**src/rtl/lc3b_mem_arbiter.sv**
```systemverilog
// Shares one physical-memory port between the LC-3b I-cache and D-cache.
// Line transfers are serialized by a 3-state FSM with round-robin tie-break.
module lc3b_mem_arbiter #(
  parameter int ADDR_W = 16,
  parameter int LINE_W = 128
) (
  input  logic              clk,
  input  logic              reset,
  input  logic              i_read,
  input  logic [ADDR_W-1:0] i_address,
  output logic [LINE_W-1:0] i_rdata,
  output logic              i_resp,
  input  logic              d_read,
  input  logic              d_write,
  input  logic [ADDR_W-1:0] d_address,
  input  logic [LINE_W-1:0] d_wdata,
  output logic [LINE_W-1:0] d_rdata,
  output logic              d_resp,
  output logic              pmem_read,
  output logic              pmem_write,
  output logic [ADDR_W-1:0] pmem_address,
  output logic [LINE_W-1:0] pmem_wdata,
  input  logic [LINE_W-1:0] pmem_rdata,
  input  logic              pmem_resp,
  input  logic              stat_clear,
  output logic [15:0]       i_wait_cnt,
  output logic [15:0]       d_wait_cnt
);

  typedef enum logic [1:0] {
    ST_IDLE    = 2'd0,
    ST_SERVE_I = 2'd1,
    ST_SERVE_D = 2'd2
  } state_t;

  state_t              r_state;
  logic                r_last_grant_d;
  logic                r_pmem_read;
  logic                r_pmem_write;
  logic [ADDR_W-1:0]   r_pmem_address;
  logic [LINE_W-1:0]   r_pmem_wdata;
  logic [15:0]         r_i_wait_cnt;
  logic [15:0]         r_d_wait_cnt;

  logic w_i_req;
  logic w_d_req;
  logic w_grant_d;
  logic w_grant_i;
  logic w_i_waiting;
  logic w_d_waiting;

  assign w_i_req = i_read;
  assign w_d_req = d_read | d_write;

  // On a tie the port that did not win last time is granted.
  assign w_grant_d = w_d_req & (~w_i_req | ~r_last_grant_d);
  assign w_grant_i = w_i_req & ~w_grant_d;

  assign w_i_waiting = w_i_req & (r_state != ST_SERVE_I);
  assign w_d_waiting = w_d_req & (r_state != ST_SERVE_D);

  always_ff @(posedge clk or posedge reset) begin
    if (reset) begin
      r_state        <= ST_IDLE;
      r_last_grant_d <= 1'b0;
      r_pmem_read    <= 1'b0;
      r_pmem_write   <= 1'b0;
      r_pmem_address <= '0;
      r_pmem_wdata   <= '0;
    end else begin
      case (r_state)
        ST_IDLE: begin
          if (w_grant_d) begin
            r_state        <= ST_SERVE_D;
            r_last_grant_d <= 1'b1;
            r_pmem_address <= d_address;
            r_pmem_wdata   <= d_wdata;
            // Simultaneous read and write from the D-cache is a writeback.
            r_pmem_write   <= d_write;
            r_pmem_read    <= ~d_write;
          end else if (w_grant_i) begin
            r_state        <= ST_SERVE_I;
            r_last_grant_d <= 1'b0;
            r_pmem_address <= i_address;
            r_pmem_read    <= 1'b1;
            r_pmem_write   <= 1'b0;
          end
        end
        ST_SERVE_I, ST_SERVE_D: begin
          if (pmem_resp) begin
            r_state      <= ST_IDLE;
            r_pmem_read  <= 1'b0;
            r_pmem_write <= 1'b0;
          end
        end
        default: begin
          r_state      <= ST_IDLE;
          r_pmem_read  <= 1'b0;
          r_pmem_write <= 1'b0;
        end
      endcase
    end
  end

  always_ff @(posedge clk or posedge reset) begin
    if (reset) begin
      r_i_wait_cnt <= '0;
      r_d_wait_cnt <= '0;
    end else if (stat_clear) begin
      r_i_wait_cnt <= '0;
      r_d_wait_cnt <= '0;
    end else begin
      if (w_i_waiting && (r_i_wait_cnt != 16'hFFFF)) begin
        r_i_wait_cnt <= r_i_wait_cnt + 16'd1;
      end
      if (w_d_waiting && (r_d_wait_cnt != 16'hFFFF)) begin
        r_d_wait_cnt <= r_d_wait_cnt + 16'd1;
      end
    end
  end

  // Completion is routed straight through so the cache sees it in the pmem_resp cycle.
  assign i_resp       = (r_state == ST_SERVE_I) & pmem_resp;
  assign d_resp       = (r_state == ST_SERVE_D) & pmem_resp;
  assign i_rdata      = pmem_rdata;
  assign d_rdata      = pmem_rdata;
  assign pmem_read    = r_pmem_read;
  assign pmem_write   = r_pmem_write;
  assign pmem_address = r_pmem_address;
  assign pmem_wdata   = r_pmem_wdata;
  assign i_wait_cnt   = r_i_wait_cnt;
  assign d_wait_cnt   = r_d_wait_cnt;

endmodule

```
**config.mk**
```make
export PLATFORM = sky130hd
export DESIGN_NAME = lc3b_mem_arbiter
export DESIGN_NICKNAME = d
export VERILOG_FILES = /design/src/rtl/lc3b_mem_arbiter.sv
export SDC_FILE = /design/constraint.sdc
export NUM_CORES = 1
export LEC_CHECK = 0
export ABC_AREA = 1
export ABC_CLOCK_PERIOD_IN_PS = 7500
export CAP_MARGIN = 20
export CORE_AREA = 3 3 286 288
export DETAILED_ROUTE_END_ITERATION = 10
export DIE_AREA = 0 0 289 291
export DONT_BUFFER_PORTS = 1
export HOLD_SLACK_MARGIN = 0.15
export PLACE_DENSITY = 0.3
export SYNTH_ARGS = -nofsm -noshare
export SYNTH_HDL_FRONTEND = slang
export SYNTH_SLANG_ARGS = --single-unit
export TNS_END_PERCENT = 100
```
**constraint.sdc**
```tcl
create_clock -name clk -period 7.5 [get_ports clk]
set_input_delay 0.75 -clock clk [delete_from_list [all_inputs] [get_ports clk]]
set_output_delay 0.75 -clock clk [all_outputs]
set_load 0.02 [all_outputs]
```
==> run_results.csv <==
group,metric,value,unit
status,status,"complete, no violations",
routing,drt_pass1_iterations,4,
logic_synthesis,ys_seq_area_share,44.5,%
pwr,p_comb_share,25.6,%
sta,slew_headroom,37.9,%
placement,post-dp-hpwl,24500,µm
sta,skew,17.0,ps
clocking,cts_buffers,17,
floorplan,dieWidth,289,µm
worst_setup_path,cpMostUsedCell,"nand2_1",
global_routing,overflow,0,
logic_synthesis,syn-num-nets,1558,
sta,rsz0062_at_grt,"false",
sta,layout_min_cycle_time,2800,ps
worst_setup_path,crit_path_end_kind,"register",
sta,worst_slew_pin_slew,932,ps
layout,final_nets,1275,
logic_synthesis,synth_largest_area_cell,"dfrtp_1",
routing,routed_wl,33500,µm
clocking,cts_tree,"done",
global_routing,grt_pass1_wl,48800,µm
routing,vias,6815,
logic_synthesis,netlist_area,10200,µm²
layout,drive_above_1_share,7.09,%
layout,mostFrequentLayoutCell,"nand2_1",
worst_setup_path,worst_r2r_startpoint,"r_state[0]$_DFFE_PP0P_",
routing,drt_iter0_drc,438,
worst_setup_path,cp_cell_sequence,"inv_1, ha_4, nand2_4, buf_4, nand2_1, nand2_1",
global_routing,antenna_found_initial,0,
sta,drv_slew,0,
routing,via_per_inst,3.34,
layout,area_growth,-1.93,%
floorplan,row_count,103,
worst_setup_path,crit_type,"register to register",
worst_setup_path,cp.arrival,3180,ps
sta,setup_viol,0,
routing,wl_per_cell,16.4,µm
placement,pre_cts_ws,4350,ps
worst_setup_path,cp_slowest_stage_delay,640,ps
logic_synthesis,synthTopCellsByArea,"dfrtp_1 45%, buf_4 19%, nand2_1 15%",
logic_synthesis,ys_warn_count,0,
clocking,cts_setup_buffers,0,
floorplan,start_util,12.9,%
floorplan,core_area,79100,µm²
clocking,clk_pin_slew_worst_paths,80,ps
pwr,p_int,0.00214,W
clocking,ctsHoldBuffers,0,
placement,io_buffers,0,
layout,diodes,0,
floorplan,die-area,84100,µm²
sta,hold_viol_final,0,
pwr,power_density,427,nW/µm²
sta,clock.fmax,358,MHz
global_routing,first_global_vias,6845,
pwr,p_sw,0.00212,W
logic_synthesis,syn_inst,1258,
worst_setup_path,required,7880,ps
worst_setup_path,critPathSlowestCell,"ha_4",
pwr,switching_share,49.7,%
pwr,seqPwrFrac,52.2,%
layout,fin_util,12.6,%
sta,fin_setup_tns,0,ps
clocking,cts_buffer_depth,2,
routing,drc,0,
logic_synthesis,synth.avg_cell_area,8.09,µm²
clocking,clock-sinks,181,
clocking,clock_latency,490,ps
global_routing,grt_max_degree,82,
floorplan,ios,731,
clocking,ctsResizeCount,0,
logic_synthesis,synth-seq-cells,181,
floorplan,die_height,291,µm
clocking,cts_root_buffer,"clkbuf_16",
pwr,vdd_drop_max,152,µV
flow_run,drv_cap,0,
pwr,p_leak,4.53,nW
pwr,p_clk_share,22.2,%
worst_setup_path,worstSetupStartpointType,"register",
min_path,min_path_type,"input pin to asynchronous set/reset pin",
global_routing,track_usage,7.86,%
clocking,htreeDepth,4,
logic_synthesis,yosysUniqueCellTypes,27,
placement,place_congestion,0.739,
worst_setup_path,crit_fanout,72,
layout,final_cell_mix,"399 x nand2_1, 181 x dfrtp_1, 180 x nand3_1",
worst_setup_path,worstSetupStartpoint,"r_state[0]$_DFFE_PP0P_",
sta,finalCritPeriodShare,37.3,%
sta,layout_setup_ws,4700,ps
routing,drtAntennaViolNets,0,
logic_synthesis,synth_top_cell_area_share,44.5,%
critical path: cells and delay by family (launching register included):
family,cells,cell delay [ps]
adder cells (fa/ha/maj),1,640
buffers and inverters,2,700
AND/OR/NAND/NOR,3,830
flip-flops,1,400
state kept, by name (all words and copies together) (netlist names):
signal / flops
r_last_grant_d: 1
pmem_address: 16
pmem_wdata: 128
i_wait_cnt: 16
pmem_read: 1
r_state: 2
pmem_write: 1
d_wait_cnt: 16
synthesized netlist by cell type (all sizes together):
library cell	number
dfrtp	181
nand4	7
o21ai	17
inv	44
nand3	181
xnor2	2
nor2	63
a21oi	4
ha	5
xor2	10
buf	296
clkbuf	13
o31ai	1
nand2	409
clkinv	1
a31oi	16
nand3b	8
per-stage QoR:
step	instance area (µm²)	total power (W)	instances	hold slack, ps
detailed placement	9390	0.00340	2006	516
finish	9970	0.00426	2038	201
global placement	9390	0.00339	2006	505
CTS	9970	0.00439	2038	169
floorplan	10200	0.00316	1258	478
global route	9970	0.00462	2038	211
per-layer routing:
| layer | wire length (µm) | GRT usage [%] | share of wire (%) | up-vias |
|---|---|---|---|---|
| met1 | 12900 | 8.79 | 38 | 3197 |
| met5 | 120 | 1.05 | 0.36 | - |
| met3 | 4730 | 5.51 | 14 | 45 |
| met4 | 775 | 3.09 | 2.3 | 4 |
| li1 | - | - | - | 3151 |
| met2 | 15000 | 11.4 | 45 | 418 |
cell families after synthesis:
group	synth area share, %
AOI/OAI and AO/OA	2.17
xor gates and xnor gates	1.03
adders and majority gates	0.615
buffers and inverters	23.2
DFF	44.5
and+or+nand+nor	28.5
worst paths after layout:
kind | cells past startpoint | slack [ps] | to
setup / recovery | 6 | 4700 | pmem_wdata[35]$_DFFE_PP0P_
min in group clk | 2 | 400 | pmem_wdata[12]$_DFFE_PP0P_
max in group asynchronous | 2 | 6090 | pmem_wdata[95]$_DFFE_PP0P_
setup reg to reg | 6 | 4700 | pmem_wdata[35]$_DFFE_PP0P_
hold reg to reg | 2 | 530 | r_state[1]$_DFFE_PP0P_
hold / removal | 1 | 200 | pmem_wdata[44]$_DFFE_PP0P_
final cells by class:
type | instances | area, µm²
Multi-Input combinational cell | 723 | 3320
Timing Repair Buffer | 7 | 52.6
Clock buffer | 17 | 425
Clock inverter | 15 | 160
Sequential cell | 181 | 4530
Tap cell | 1050 | 1310
Fill cell | 9166 | 69200
Inverter | 45 | 176
power by group through the flow:
stage | registers (W) | clock network (W) | logic, W
floorplan | 0.00209 | 0 | 0.00108
global placement | 0.00227 | 0 | 0.00111
detailed placement | 0.00226 | 0 | 0.00114
CTS | 0.00225 | 0.00101 | 0.00113
global route | 0.00228 | 0.00104 | 0.00129
finish | 0.00223 | 0.000946 | 0.00109
No activity file was read; power rests on OpenSTA's default activity.
